**config.mk**
```make
export PLATFORM = sky130hd
export DESIGN_NAME = repetition_matcher_flat
export DESIGN_NICKNAME = d
export VERILOG_FILES = /design/src/rtl/repetition_pkg.sv /design/src/rtl/repetition_matcher_if.sv /design/src/rtl/repetition_channel.sv /design/src/rtl/repetition_matcher.sv /design/src/flat_wrapper.sv
export SDC_FILE = /design/constraint.sdc
export NUM_CORES = 1
export LEC_CHECK = 0
export CORE_MARGIN = 2
export CORE_UTILIZATION = 28
export DETAILED_ROUTE_END_ITERATION = 12
export PLACE_DENSITY = 0.52
export SLEW_MARGIN = 20
export SYNTH_ARGS = -nofsm -noshare
export SYNTH_HDL_FRONTEND = slang
export SYNTH_SLANG_ARGS = --single-unit
```
**constraint.sdc**
```tcl
create_clock -name clk -period 7.9 [get_ports clk]
set_clock_uncertainty 0.2 [all_clocks]
set_input_delay 1.58 -clock clk [delete_from_list [all_inputs] [get_ports clk]]
set_output_delay 1.58 -clock clk [all_outputs]
set_load 0.03 [all_outputs]
```
**src/rtl/repetition_pkg.sv**
```systemverilog
// Shared types for the repetition matcher: operator encoding, per-channel config and legality.
package repetition_pkg;

  localparam int unsigned REP_CNT_W = 8;
  localparam int unsigned REP_WIN_W = 12;

  // Encoding 2'd3 is reserved and rejected at trigger time.
  typedef enum logic [1:0] {
    REP_CONSEC    = 2'd0,
    REP_GOTO      = 2'd1,
    REP_NONCONSEC = 2'd2
  } rep_mode_e;

  typedef struct packed {
    rep_mode_e              mode;
    logic [REP_CNT_W-1:0]   min;
    logic [REP_CNT_W-1:0]   max;
    logic [REP_WIN_W-1:0]   win;
  } channel_cfg_t;

  function automatic logic cfg_legal(channel_cfg_t cfg);
    logic known_mode;
    logic windowed;
    known_mode = (cfg.mode == REP_CONSEC) || (cfg.mode == REP_GOTO) ||
                 (cfg.mode == REP_NONCONSEC);
    windowed   = (cfg.mode == REP_GOTO) || (cfg.mode == REP_NONCONSEC);
    return known_mode && (cfg.min != '0) && (cfg.max >= cfg.min) &&
           !(windowed && (cfg.win == '0));
  endfunction

endpackage

```
**src/rtl/repetition_matcher_if.sv**
```systemverilog
// Flat multi-channel bundle between a stimulus source and the repetition matcher.
interface repetition_matcher_if #(
    parameter int unsigned NUM_CH = 4,
    parameter int unsigned CNT_W  = 8,
    parameter int unsigned WIN_W  = 12
);
    logic [NUM_CH-1:0]       trig;
    logic [NUM_CH-1:0]       ev;
    logic [2*NUM_CH-1:0]     cfg_mode;
    logic [CNT_W*NUM_CH-1:0] cfg_min;
    logic [CNT_W*NUM_CH-1:0] cfg_max;
    logic [WIN_W*NUM_CH-1:0] cfg_win;
    logic [NUM_CH-1:0]       busy;
    logic [NUM_CH-1:0]       match;
    logic [NUM_CH-1:0]       fail;
    logic [NUM_CH-1:0]       cfg_err;
    logic [NUM_CH-1:0]       retrig_drop;
    logic [CNT_W*NUM_CH-1:0] count;

    modport master (
        output trig, ev, cfg_mode, cfg_min, cfg_max, cfg_win,
        input  busy, match, fail, cfg_err, retrig_drop, count
    );

    modport slave (
        input  trig, ev, cfg_mode, cfg_min, cfg_max, cfg_win,
        output busy, match, fail, cfg_err, retrig_drop, count
    );
endinterface

```
**src/rtl/repetition_channel.sv**
```systemverilog
// One independent "trig ##1 ev[op min:max]" detector with latched config and registered results.
module repetition_channel
    import repetition_pkg::*;
(
    input  logic                 clk,
    input  logic                 rst,
    input  logic                 trig_i,
    input  logic                 ev_i,
    input  channel_cfg_t         cfg_i,
    output logic                 busy_o,
    output logic                 match_o,
    output logic                 fail_o,
    output logic                 cfg_err_o,
    output logic                 retrig_drop_o,
    output logic [REP_CNT_W-1:0] count_o
);
    typedef enum logic [0:0] {StIdle, StArmed} state_e;

    state_e               st_q, st_d;
    channel_cfg_t         cfg_q, cfg_d;
    logic [REP_CNT_W-1:0] cnt_q, cnt_d;
    logic [REP_WIN_W-1:0] win_q, win_d;
    logic                 match_q, match_d, fail_q, fail_d;
    logic                 err_q, err_d, drop_q, drop_d;

    logic [REP_CNT_W:0]   k_next, min_ext, max_ext;
    logic                 win_end;

    assign k_next  = {1'b0, cnt_q} + {{REP_CNT_W{1'b0}}, ev_i};
    assign min_ext = {1'b0, cfg_q.min};
    assign max_ext = {1'b0, cfg_q.max};
    // win_q counts evaluation cycles already completed, so this one is number win_q + 1.
    assign win_end = ((win_q + 1'b1) == cfg_q.win);

    always_comb begin
        st_d    = st_q;
        cfg_d   = cfg_q;
        cnt_d   = cnt_q;
        win_d   = win_q;
        match_d = 1'b0;
        fail_d  = 1'b0;
        err_d   = 1'b0;
        drop_d  = 1'b0;
        unique case (st_q)
            StIdle: begin
                cnt_d = '0;
                win_d = '0;
                if (trig_i) begin
                    if (cfg_legal(cfg_i)) begin
                        st_d  = StArmed;
                        cfg_d = cfg_i;
                    end else begin
                        err_d = 1'b1;
                    end
                end
            end
            StArmed: begin
                drop_d = trig_i;
                cnt_d  = k_next[REP_CNT_W-1:0];
                if (win_q != cfg_q.win) win_d = win_q + 1'b1;
                unique case (cfg_q.mode)
                    REP_CONSEC: begin
                        if (ev_i) begin
                            match_d = (k_next >= min_ext);
                            if (k_next == max_ext) st_d = StIdle;
                        end else begin
                            fail_d = (cnt_q < cfg_q.min);
                            st_d   = StIdle;
                        end
                    end
                    REP_GOTO: begin
                        match_d = ev_i && (k_next >= min_ext);
                        if (ev_i && (k_next == max_ext)) begin
                            st_d = StIdle;
                        end else if (win_end) begin
                            fail_d = (k_next < min_ext);
                            st_d   = StIdle;
                        end
                    end
                    REP_NONCONSEC: begin
                        if (ev_i && (k_next > max_ext)) begin
                            fail_d = 1'b1;
                            cnt_d  = cfg_q.max;
                            st_d   = StIdle;
                        end else begin
                            match_d = (k_next >= min_ext);
                            if (win_end) begin
                                fail_d = (k_next < min_ext);
                                st_d   = StIdle;
                            end
                        end
                    end
                    default: st_d = StIdle;
                endcase
            end
            default: st_d = StIdle;
        endcase
    end

    always_ff @(posedge clk) begin
        if (rst) begin
            st_q    <= StIdle;
            cfg_q   <= '0;
            cnt_q   <= '0;
            win_q   <= '0;
            match_q <= 1'b0;
            fail_q  <= 1'b0;
            err_q   <= 1'b0;
            drop_q  <= 1'b0;
        end else begin
            st_q    <= st_d;
            cfg_q   <= cfg_d;
            cnt_q   <= cnt_d;
            win_q   <= win_d;
            match_q <= match_d;
            fail_q  <= fail_d;
            err_q   <= err_d;
            drop_q  <= drop_d;
        end
    end

    assign busy_o        = (st_q == StArmed);
    assign match_o       = match_q;
    assign fail_o        = fail_q;
    assign cfg_err_o     = err_q;
    assign retrig_drop_o = drop_q;
    assign count_o       = cnt_q;

endmodule

```
**src/rtl/repetition_matcher.sv**
```systemverilog
// Multi-channel repetition detector: one repetition_channel per lane, flat bus sliced per channel.
module repetition_matcher
    import repetition_pkg::*;
#(
    parameter int unsigned NUM_CH = 4,
    parameter int unsigned CNT_W  = REP_CNT_W,
    parameter int unsigned WIN_W  = REP_WIN_W
) (
    input logic            clk,
    input logic            rst,
    repetition_matcher_if.slave bus
);
    for (genvar i = 0; i < NUM_CH; i++) begin : g_ch
        channel_cfg_t cfg;

        assign cfg.mode = rep_mode_e'(bus.cfg_mode[2*i +: 2]);
        assign cfg.min  = bus.cfg_min[CNT_W*i +: CNT_W];
        assign cfg.max  = bus.cfg_max[CNT_W*i +: CNT_W];
        assign cfg.win  = bus.cfg_win[WIN_W*i +: WIN_W];

        repetition_channel u_channel (
            .clk          (clk),
            .rst          (rst),
            .trig_i       (bus.trig[i]),
            .ev_i         (bus.ev[i]),
            .cfg_i        (cfg),
            .busy_o       (bus.busy[i]),
            .match_o      (bus.match[i]),
            .fail_o       (bus.fail[i]),
            .cfg_err_o    (bus.cfg_err[i]),
            .retrig_drop_o(bus.retrig_drop[i]),
            .count_o      (bus.count[CNT_W*i +: CNT_W])
        );
    end

endmodule

```
**src/flat_wrapper.sv**
```systemverilog
// flat-port wrapper written by rule: the top's interface ports become plain ports
module repetition_matcher_flat import repetition_pkg::*;
#(
    parameter int unsigned NUM_CH = 4,
    parameter int unsigned CNT_W  = REP_CNT_W,
    parameter int unsigned WIN_W  = REP_WIN_W
)
  (clk, rst, bus_trig, bus_ev, bus_cfg_mode, bus_cfg_min, bus_cfg_max, bus_cfg_win, bus_busy, bus_match, bus_fail, bus_cfg_err, bus_retrig_drop, bus_count);
  repetition_matcher_if #(.NUM_CH(NUM_CH), .CNT_W(CNT_W), .WIN_W(WIN_W)) bus_i ();
  input logic clk;
  input logic rst;
  input wire logic [$bits(bus_i.trig)-1:0] bus_trig;
  input wire logic [$bits(bus_i.ev)-1:0] bus_ev;
  input wire logic [$bits(bus_i.cfg_mode)-1:0] bus_cfg_mode;
  input wire logic [$bits(bus_i.cfg_min)-1:0] bus_cfg_min;
  input wire logic [$bits(bus_i.cfg_max)-1:0] bus_cfg_max;
  input wire logic [$bits(bus_i.cfg_win)-1:0] bus_cfg_win;
  output wire logic [$bits(bus_i.busy)-1:0] bus_busy;
  output wire logic [$bits(bus_i.match)-1:0] bus_match;
  output wire logic [$bits(bus_i.fail)-1:0] bus_fail;
  output wire logic [$bits(bus_i.cfg_err)-1:0] bus_cfg_err;
  output wire logic [$bits(bus_i.retrig_drop)-1:0] bus_retrig_drop;
  output wire logic [$bits(bus_i.count)-1:0] bus_count;
  assign bus_i.trig = bus_trig;
  assign bus_i.ev = bus_ev;
  assign bus_i.cfg_mode = bus_cfg_mode;
  assign bus_i.cfg_min = bus_cfg_min;
  assign bus_i.cfg_max = bus_cfg_max;
  assign bus_i.cfg_win = bus_cfg_win;
  assign bus_busy = bus_i.busy;
  assign bus_match = bus_i.match;
  assign bus_fail = bus_i.fail;
  assign bus_cfg_err = bus_i.cfg_err;
  assign bus_retrig_drop = bus_i.retrig_drop;
  assign bus_count = bus_i.count;
  repetition_matcher #(.NUM_CH(NUM_CH), .CNT_W(CNT_W), .WIN_W(WIN_W)) u_core (.clk(clk), .rst(rst), .bus(bus_i));
endmodule
```
# After elaboration in Yosys (flattened, before gate mapping)
# Cells that the tools add are included.
# word_totals
register_bits	220
in_bits	130
out_inout_bits	52
word_cells	276
# classes
addsub	8
magnitude_cmp	20
eq_ne	32
n_mux	92
bitwise_logic	8
n_reduce_logical	72
# op_table
operator	n
12-bit case mux with 2 select lines	4
8-bit two-way mux	8
8-bit case mux with 2 select lines	4
1-bit two-way mux	56
12-bit by 1-bit adder with 12-bit output, second input constant	4
12-bit equality test	4
12-bit logical NOT	4
12-bit two-way mux	4
12-bit inequality test	4
8-bit by 1-bit adder with 9-bit output	4
9-bit by 8-bit equality test with 1-bit output	4
9-bit by 8-bit greater-or-equal comparator with 1-bit output	4
9-bit by 8-bit greater-than comparator with 1-bit output	4
9-bit by 8-bit less-than comparator with 1-bit output	4
1-bit case mux with 3 select lines	12
8-bit greater-or-equal comparator	4
8-bit less-than comparator	4
8-bit nonzero test	4
1-bit logical AND	28
2-bit by 1-bit equality test with 1-bit output, second input constant	8
2-bit equality test, second input constant	8
2-bit logical NOT	8
1-bit logical OR	12
3-bit AND reduction	4
6 further kinds	28

# Logic depth before layout (Yosys ltp)
# Gate-level depths: netlist of run 1.
# depth
ltp_word	9
ltp_mapped	15
depth_no_buf	13

# Modules after synthesis
# From an unflattened synthesis of run 1, not the netlist that was laid out.
# hier_totals
hier_cells	1691
hier_area_um2	14452.6
# by_module_without_submodules
module	n_inst	cells_each	area_per_inst_um2	seq_area_each_um2
repetition_channel at u_core.g_ch[0].u_channel	1	435	3768.6	1101.1
repetition_channel at u_core.g_ch[3].u_channel	1	447	3601.0	1101.1
repetition_channel at u_core.g_ch[2].u_channel	1	403	3573.4	1101.1
repetition_channel at u_core.g_ch[1].u_channel	1	406	3509.6	1101.1

# Least setup slack after synthesis of run 1
# No wires, ideal clock.
# synth_path
path_type	input-to-reg
start	input port bus_ev[3]
end	register u_core.g_ch[3].u_channel.fail_q
setup_ps	86
arrival_time_ps	4040
required_time_ps	7614
setup_slack_ps	3573
cell_stages	13
n_path_buf	1
cell_sequence	ha_1 > and3_1 > nand3_1 > or2_2 > xnor2_1 > ha_1 > nand4_1 > o31ai_1 > a211o_1 > or3b_1 > buf_6 > a21boi_1 > a221oi_2
# synth_via
elab_chain_cells	5
word_cells_on_any_way	11
cone_classes	add/sub (1); order compare (2); eq/ne (1); mux (5); reduce/logical (2)
# synth_rtl
element	line_no	text
start: declaration	flat_wrapper.sv:13	input wire logic [$bits(bus_i.ev)-1:0] bus_ev;
8-bit by 1-bit adder with 9-bit output	repetition_channel.sv:29	assign k_next = {1'b0, cnt_q} + {{REP_CNT_W{1'b0}}, ev_i};
9-bit by 8-bit less-than comparator with 1-bit output (tied with other cells)	repetition_channel.sv:76, repetition_channel.sv:88	
1-bit two-way mux (tied with other cells)	repetition_channel.sv:75, repetition_channel.sv:87	
1-bit two-way mux (on tied branches)	repetition_channel.sv:81, repetition_channel.sv:73	
1-bit case mux with 3 select lines (*)	repetition_channel.sv:61	unique case (cfg_q.mode)
end signal: assignment	repetition_channel.sv:116	fail_q <= fail_d;
end: declaration	repetition_channel.sv:23	logic match_q, match_d, fail_q, fail_d;
# Mark *: on every way between the ends. The rest lies on a longest branch, timed or not.
# A chain may end at the register's enable or synchronous reset.

# Final worst setup path of run 1
# Same ends and word-level chain as after synthesis.

==> results of run 1 <==
## routing by layer
layer  vias up  wire length [um]  track usage
met2       180             17400        0.248
li1       5745                 -            -
met4         6               647       0.0312
met1      5217             17600        0.192
met5         -                41            0
met3        42              1960       0.0338
## through the flow
stage | utilization | cells | cell area (um^2) | power [uW] | hold WS, ns
2_1_floorplan | - | 1573 | 13600 | 1480 | 0.246
4_1_cts | 0.350 | 2342 | 16700 | 2950 | 0.295
5_1_grt | 0.350 | 2343 | 16700 | 3040 | 0.317
3_5_place_dp | 0.331 | 2298 | 15800 | 1660 | 0.282
3_3_place_gp | 0.331 | 2298 | 15800 | 1650 | 0.275
6_report | 0.350 | 2345 | 16700 | 2890 | 0.287
## critical path, delay by kind of cell
kind | cells | cell delay [ns]
AND/OR/NAND/NOR | 5 | 1.31
AO/OA/AOI/OAI | 4 | 0.79
buffers and inverters | 1 | 0.60
adder cells (fa/ha/maj) | 2 | 0.55
XOR/XNOR | 1 | 0.25
## cells in the final DEF, fill, tap and decap left out, types with 11 or more instances in the layout
cell type and count:
nor2_1 245, dfxtp_1 220, clkdlybuf4s50_1 180, mux2i_1 140
ha_1 140, inv_1 105, xnor2_1 80, nand2_1 59
xor2_1 54, a21oi_1 50, o21ai_0 42, nor3_1 36
nand3_1 34, nor4_1 29, nand4_1 29, clkbuf_16 29
a211oi_1 27, nand2b_1 26, nor2b_1 21, a21o_1 16
or3_1 13, and3_1 11
## final cells by class
class                      count  area (um^2)  area share
multi-input combinational   1168         8400       0.502
sequential                   220         4400       0.263
timing repair buffer         190         1880       0.112
clock buffer                  36          812      0.0485
tap                          615          769      0.0460
inverter                     105          394      0.0235
clock inverter                 8         75.1     0.00448
antenna                        3         7.51    0.000448
## state kept, by name (all words and copies together), names as in the netlist
signal,cells
u_core.g_ch.u_channel.cfg_q,120
u_core.g_ch.u_channel.win_q,48
u_core.g_ch.u_channel.count_o,32
u_core.g_ch.u_channel.busy_o,4
u_core.g_ch.u_channel.cfg_err_o,4
u_core.g_ch.u_channel.fail_o,4
u_core.g_ch.u_channel.match_o,4
u_core.g_ch.u_channel.retrig_drop_o,4
## power by group through the flow
stage | clock (uW) | sequential [uW] | combinational, uW
2_1_floorplan | 0 | 1190 | 294
3_5_place_dp | 0 | 1200 | 459
3_3_place_gp | 0 | 1200 | 452
5_1_grt | 1350 | 1180 | 506
4_1_cts | 1310 | 1180 | 461
6_report | 1260 | 1180 | 456
## cell usage after synthesis, drive strengths merged (2+ instances only)
cell type / number
nand2b: 27
o2bb2ai: 2
mux2i: 140
or2: 2
nor4: 31
o31a: 2
and2: 5
inv: 105
or4: 3
nor3: 39
or3: 13
o21a: 10
ha: 140
o22ai: 4
or3b: 2
nor2: 247
o211ai: 7
a221oi: 2
nor2b: 21
a211o: 5
a21o: 16
o31ai: 5
buf: 45
o21ai: 44
nor4b: 6
a211oi: 31
xor2: 54
clkbuf: 35
o311ai: 2
o21bai: 3
nor3b: 5
a21oi: 50
and3: 12
a2111oi: 6
dfxtp: 220
a21boi: 4
xnor2: 80
nand4: 30
nand3b: 2
nand3: 36
nand2: 59
a31oi: 10
and3b: 2
## logic make-up after synthesis
| family | count (synthesis) |
|---|---|
| and+or+nand+nor | 544 |
| DFF | 220 |
| AOI/OAI and AO/OA | 209 |
| buffers and inverters | 185 |
| adders and majority gates | 141 |
| muxes | 140 |
| xor gates and xnor gates | 134 |
## final timing paths
kind | startpoint | end | slack, ns
hold / removal | u_core.g_ch[2].u_channel.cfg_q[18]$_SDFFE_PP0P_ | u_core.g_ch[2].u_channel.cfg_q[18]$_SDFFE_PP0P_ | 0.29
hold reg to reg | u_core.g_ch[2].u_channel.cfg_q[18]$_SDFFE_PP0P_ | u_core.g_ch[2].u_channel.cfg_q[18]$_SDFFE_PP0P_ | 0.29
setup reg to reg | u_core.g_ch[3].u_channel.count_o[0]$_SDFF_PP0_ | u_core.g_ch[3].u_channel.fail_o$_SDFF_PP0_ | 4.36
setup / recovery | bus_ev[3] | u_core.g_ch[3].u_channel.fail_o$_SDFF_PP0_ | 3.08
==> impl_metrics.csv, run 1 <==
group,metric,value,unit
synthesis,synth_compound_area_frac,0.103,
critical_path,critPathMostFrequentCell,"ha_1",
detailed_routing,vias,11200,
synthesis,synth_xor_area_frac,0.0864,
detailed_routing,drt_iter0_drc,558,
worst_hold_path,worst_hold_path_type,"reg2reg",
sta,post-route-min-period,4.82,ns
floorplan,start_util,0.284,
grt,grt_pass1_wl,59800,um
clock_network,htreeDepth,1,
clock_network,cts_resized,0,
synthesis,synthSimpleGateAreaFrac,0.194,
flow_run,max-cap-violations,0,
sta,rsz0062_at_grt,"false",
critical_path,worst_ep_arrival_time,5.09,ns
detailed_routing,wl_per_cell,16.1,um
power_and_ir_drop,vdd_drop_max,0.106,mV
floorplan,core,47800,um^2
critical_path,cp-start-kind,"primary input",
synthesis,yosysTopAreaCell,"dfxtp_1",
sta,final.setup.tns,0,ns
critical_path,endpoint_kind,"flop",
grt,overflow,0,
critical_path,critical-path-max-stage-delay,0.60,ns
synthesis,synthFlopType,"dfxtp_1",
floorplan,die_area,50300,um^2
critical_path,reg2reg_depth,12,
synthesis,synth_seq_cells,220,
clock_network,cts_tree,"yes",
synthesis,yosysWarnings,0,
synthesis,ys_top_cells_by_area,"dfxtp_1, ha_1, mux2i_1, nor2_1, xnor2_1",
placed_design,place_congestion,0.849,
critical_path,crit_chain,"clkdlybuf4s50_1 > ha_1 > and3_1 > nand3_1 > or2_2 > xnor2_1 > ha_1 > nand4_1 > o31ai_1 > a211o_1 > or3b_1 > a21boi_1 > a221oi_2",
synthesis,synth_fa_ha_area_frac,0.130,
clock_network,clk_latency,0.58,ns
sta,max_slew_margin,0.318,
synthesis,syn_area,13600,um^2
power_and_ir_drop,cell_internal_pwr,2100,uW
critical_path,required,8.17,ns
placed_design,port_buffers,181,
synthesis,synth_top_area_frac,0.324,
clock_network,cts_hold_buf,0,
floorplan,row_count,80,
detailed_routing,via_per_inst,4.77,
detailed_routing,ant_nets,0,
grt,grtUsageTotal,0.147,
cells_and_area,nets,1984,
sta,period_share,0.610,
sta,drv_slew,0,
placed_design,dp_slack,2.51,ns
critical_path,worstSetupPathType,"in2reg",
synthesis,async_flop_share,0,
synthesis,synth.mux.area_fraction,0.103,
placed_design,dp_hpwl,29200,um
grt,grt_pass1_vias,11100,
run_status,status,"complete, no violations",
critical_path,path_max_fanout,9,
critical_path,crit_slowest_cell,"clkdlybuf4s50_1",
clock_network,clock-sinks,220,
synthesis,synth_top_family_by_area,"simple AND/OR/NAND/NOR gates",
synthesis,synthCells,1573,
sta,finalSetupViolCount,0,
sta,worst_pin_slew,1.02,ns
grt,grt_max_degree,59,
cells_and_area,drive_gt1_frac,0.0440,
detailed_routing,drc,0,
cells_and_area,fillers,4930,
worst_hold_path,worstHoldPathCells,2,
clock_network,clockBufferDepth,3,
clock_network,cts_setup_buffers,0,
detailed_routing,first_pass_iters,5,
power_and_ir_drop,p_comb_frac,0.158,
synthesis,yosysSeqAreaShare,0.324,
synthesis,synth.net_count,1843,
power_and_ir_drop,leakage,0.00636,uW
power_and_ir_drop,switching_share,0.271,
floorplan,ios,182,
sta,final_hold_viol_count,0,
cells_and_area,area_growth,23.3,%
synthesis,ys_types,69,
power_and_ir_drop,clockPowerShare,0.435,
sta,fmax,207,MHz
floorplan,dieWidth,224,um
clock_network,cts_root_buf,"clkbuf_16",
power_and_ir_drop,p_switching,784,uW
synthesis,synth_edf_count,0,
power_and_ir_drop,power_density,173,nW/um^2
synthesis,post_synth.cell_area_avg,8.63,um^2
detailed_routing,wirelength,37700,um
clock_network,path_clk_slew,0.05,ns
sta,setup_ws,3.08,ns
grt,grt_antenna_before_repair,7,
power_and_ir_drop,pwr-share-seq,0.407,
clock_network,cts_buffers,29,
floorplan,fp.dieH,224,um
(Power assumes the default switching activity.)
==> run 2: changes to the inputs <==
Settings changed: PLACE_DENSITY 0.52 to 0.54.
Clock period 7.9 ns to 4 ns, I/O delays scaled along.
==> run 2 against run 1 <==
Against the previous run:
- die area did not move
- first-iteration DRC count rose by 9.5%
- hold slack improved by 0.0026 ns
- routed wire length rose by 0.75%
- non-clock buffer count rose by 45
- critical path type unchanged
- largest power group unchanged
- highest routed layer unchanged
==> impl_metrics.csv, run 2 (synthesis gave the netlist of run 1 again) <==
group,metric,value,unit
floorplan,row_count,80,
cells_and_area,final_area,17300,um^2
sta,drv_slew,0,
cells_and_area,multiInputGateArea,8380,um^2
detailed_routing,drc,0,
floorplan,core,47800,um^2
cells_and_area,largest_register_ffs,120,
sta,setup_ws,0.444,ns
clock_network,clockBufferDepth,3,
clock_network,clk_latency,0.58,ns
detailed_routing,wl_per_cell,15.8,um
detailed_routing,via_per_inst,4.79,
placed_design,dp_slack,-0.102,ns
sta,rsz0062_at_grt,"false",
worst_hold_path,hp-start,"u_core.g_ch[2].u_channel.cfg_q[19]$_SDFFE_PP0P_",
grt,grt_antenna_before_repair,4,
critical_path,required,4.26,ns
clock_network,cts_root_buf,"clkbuf_16",
worst_hold_path,hold-path-endpoint,"u_core.g_ch[2].u_channel.cfg_q[19]$_SDFFE_PP0P_",
placed_design,placed_area,16200,um^2
clock_network,htreeDepth,1,
worst_hold_path,worstHoldPathCells,2,
clock_network,path_clk_slew,0.06,ns
critical_path,reg2reg_slack,0.76,ns
critical_path,r2r_start,"u_core.g_ch[3].u_channel.count_o[0]$_SDFF_PP0_",
grt,grt_pass1_vias,11200,
cells_and_area,drive_gt1_frac,0.0723,
clock_network,cts_resized,0,
sta,period_share,0.889,
detailed_routing,first_pass_iters,5,
cells_and_area,nets,2030,
floorplan,start_util,0.284,
flow_run,max-cap-violations,0,
power_and_ir_drop,vdd_drop_max,0.342,mV
floorplan,ios,182,
sta,finalSetupViolCount,0,
cells_and_area,final_util,0.361,
clock_network,clock-sinks,220,
cells_and_area,top_register,"u_core.g_ch.u_channel.cfg_q",
power_and_ir_drop,power_density,353,nW/um^2
clock_network,cts_hold_buf,0,
critical_path,cp-start-kind,"primary input",
cells_and_area,area_growth,27.3,%
detailed_routing,drt_iter0_drc,611,
worst_hold_path,worst_hold_path_type,"reg2reg",
critical_path,reg2reg_depth,13,
clock_network,cts_buffers,30,
placed_design,port_buffers,181,
cells_and_area,final_common_cell,"nor2_1",
grt,overflow,0,
sta,final_hold_viol_count,0,
detailed_routing,wirelength,37900,um
critical_path,worstSetupPathType,"in2reg",
grt,grt_pass1_wl,61100,um
detailed_routing,ant_nets,0,
floorplan,die_area,50300,um^2
critical_path,timing.rr.end,"u_core.g_ch[3].u_channel.count_o[1]$_SDFF_PP0_",
sta,worst_pin_slew,1.04,ns
sta,post-route-min-period,3.56,ns
cells_and_area,layout_common_cells,"nor2_1, dfxtp_1, clkdlybuf4s50_1",
detailed_routing,vias,11500,
placed_design,place_congestion,0.867,
clock_network,cts_setup_buffers,0,
power_and_ir_drop,leakage,0.00669,uW
critical_path,endpoint_kind,"flop",
sta,final.setup.tns,0,ns
placed_design,placed_cells,2343,
grt,grtUsageTotal,0.149,
cells_and_area,fillers,4859,
run_status,status,"complete, no violations",
sta,max_slew_margin,0.307,
cells_and_area,fin_cells,2400,
clock_network,cts_tree,"yes",
floorplan,fp.dieH,224,um
floorplan,dieWidth,224,um
critical_path,worst_ep_arrival_time,3.81,ns
sta,fmax,281,MHz
placed_design,dp_hpwl,29800,um
cells_and_area,register_area,4400,um^2
grt,grt_max_degree,52,
critical_path,path_max_fanout,8,
run 2: per-layer routing:
metal | track usage | up-vias | wire length (um)
li1 | - | 5860 | -
met1 | 0.199 | 5368 | 17900
met2 | 0.249 | 203 | 17300
met3 | 0.0324 | 53 | 1960
met4 | 0.0310 | 6 | 718
met5 | 0 | - | 40
run 2: how the worst max path moves through the flow:
| stage | start | to | cells past startpoint | slack, ns |
|---|---|---|---|---|
| 6_report | bus_ev[3] | u_core.g_ch[3].u_channel.count_o[1]$_SDFF_PP0_ | 14 | 0.44 |
| 3_3_place_gp | bus_ev[3] | u_core.g_ch[3].u_channel.count_o[1]$_SDFF_PP0_ | 14 | -0.03 |
| 5_1_grt | bus_ev[3] | u_core.g_ch[3].u_channel.count_o[4]$_SDFF_PP0_ | 14 | 0.19 |
| 2_1_floorplan | bus_ev[3] | u_core.g_ch[3].u_channel.fail_o$_SDFF_PP0_ | 13 | 0.45 |
| 3_5_place_dp | bus_ev[3] | u_core.g_ch[3].u_channel.count_o[6]$_SDFF_PP0_ | 14 | -0.10 |
| 4_1_cts | bus_ev[3] | u_core.g_ch[3].u_channel.count_o[6]$_SDFF_PP0_ | 14 | 0.50 |
run 2: layout make-up:
cell class / count / share of cell area
antenna: 1 / 0.000145
clock buffer: 42 / 0.0513
clock inverter: 14 / 0.0108
inverter: 105 / 0.0228
multi-input combinational: 1168 / 0.485
sequential: 220 / 0.255
tap: 615 / 0.0445
timing repair buffer: 235 / 0.131
run 2: per-stage QoR:
stage                     hold slack [ns]  power [uW]
after floorplan                     0.246        2930
after global placement              0.276        3280
after detailed placement            0.281        3290
after CTS                           0.297        6210
after global routing                0.314        6400
final                               0.290        6110
run 2: power by group:
part	switching, uW	leakage (uW)	internal [uW]	total, uW
clock	1070	0.000526	1800	2870
combinational	477	0.00438	440	917
sequential	60.3	0.00178	2260	2320
run 2: worst max-delay path, stage by stage:
cell and delay (ns):
clkdlybuf4s50_1 0.49, ha_1 0.21, ha_1 0.22, nand3_2 0.12, xnor2_1 0.19, ha_1 0.32, nand4_1 0.13, nor2_1 0.11
o311ai_0 0.14, a211o_1 0.31, or3b_1 0.37, buf_4 0.20, mux2i_1 0.16, nor2_1 0.05
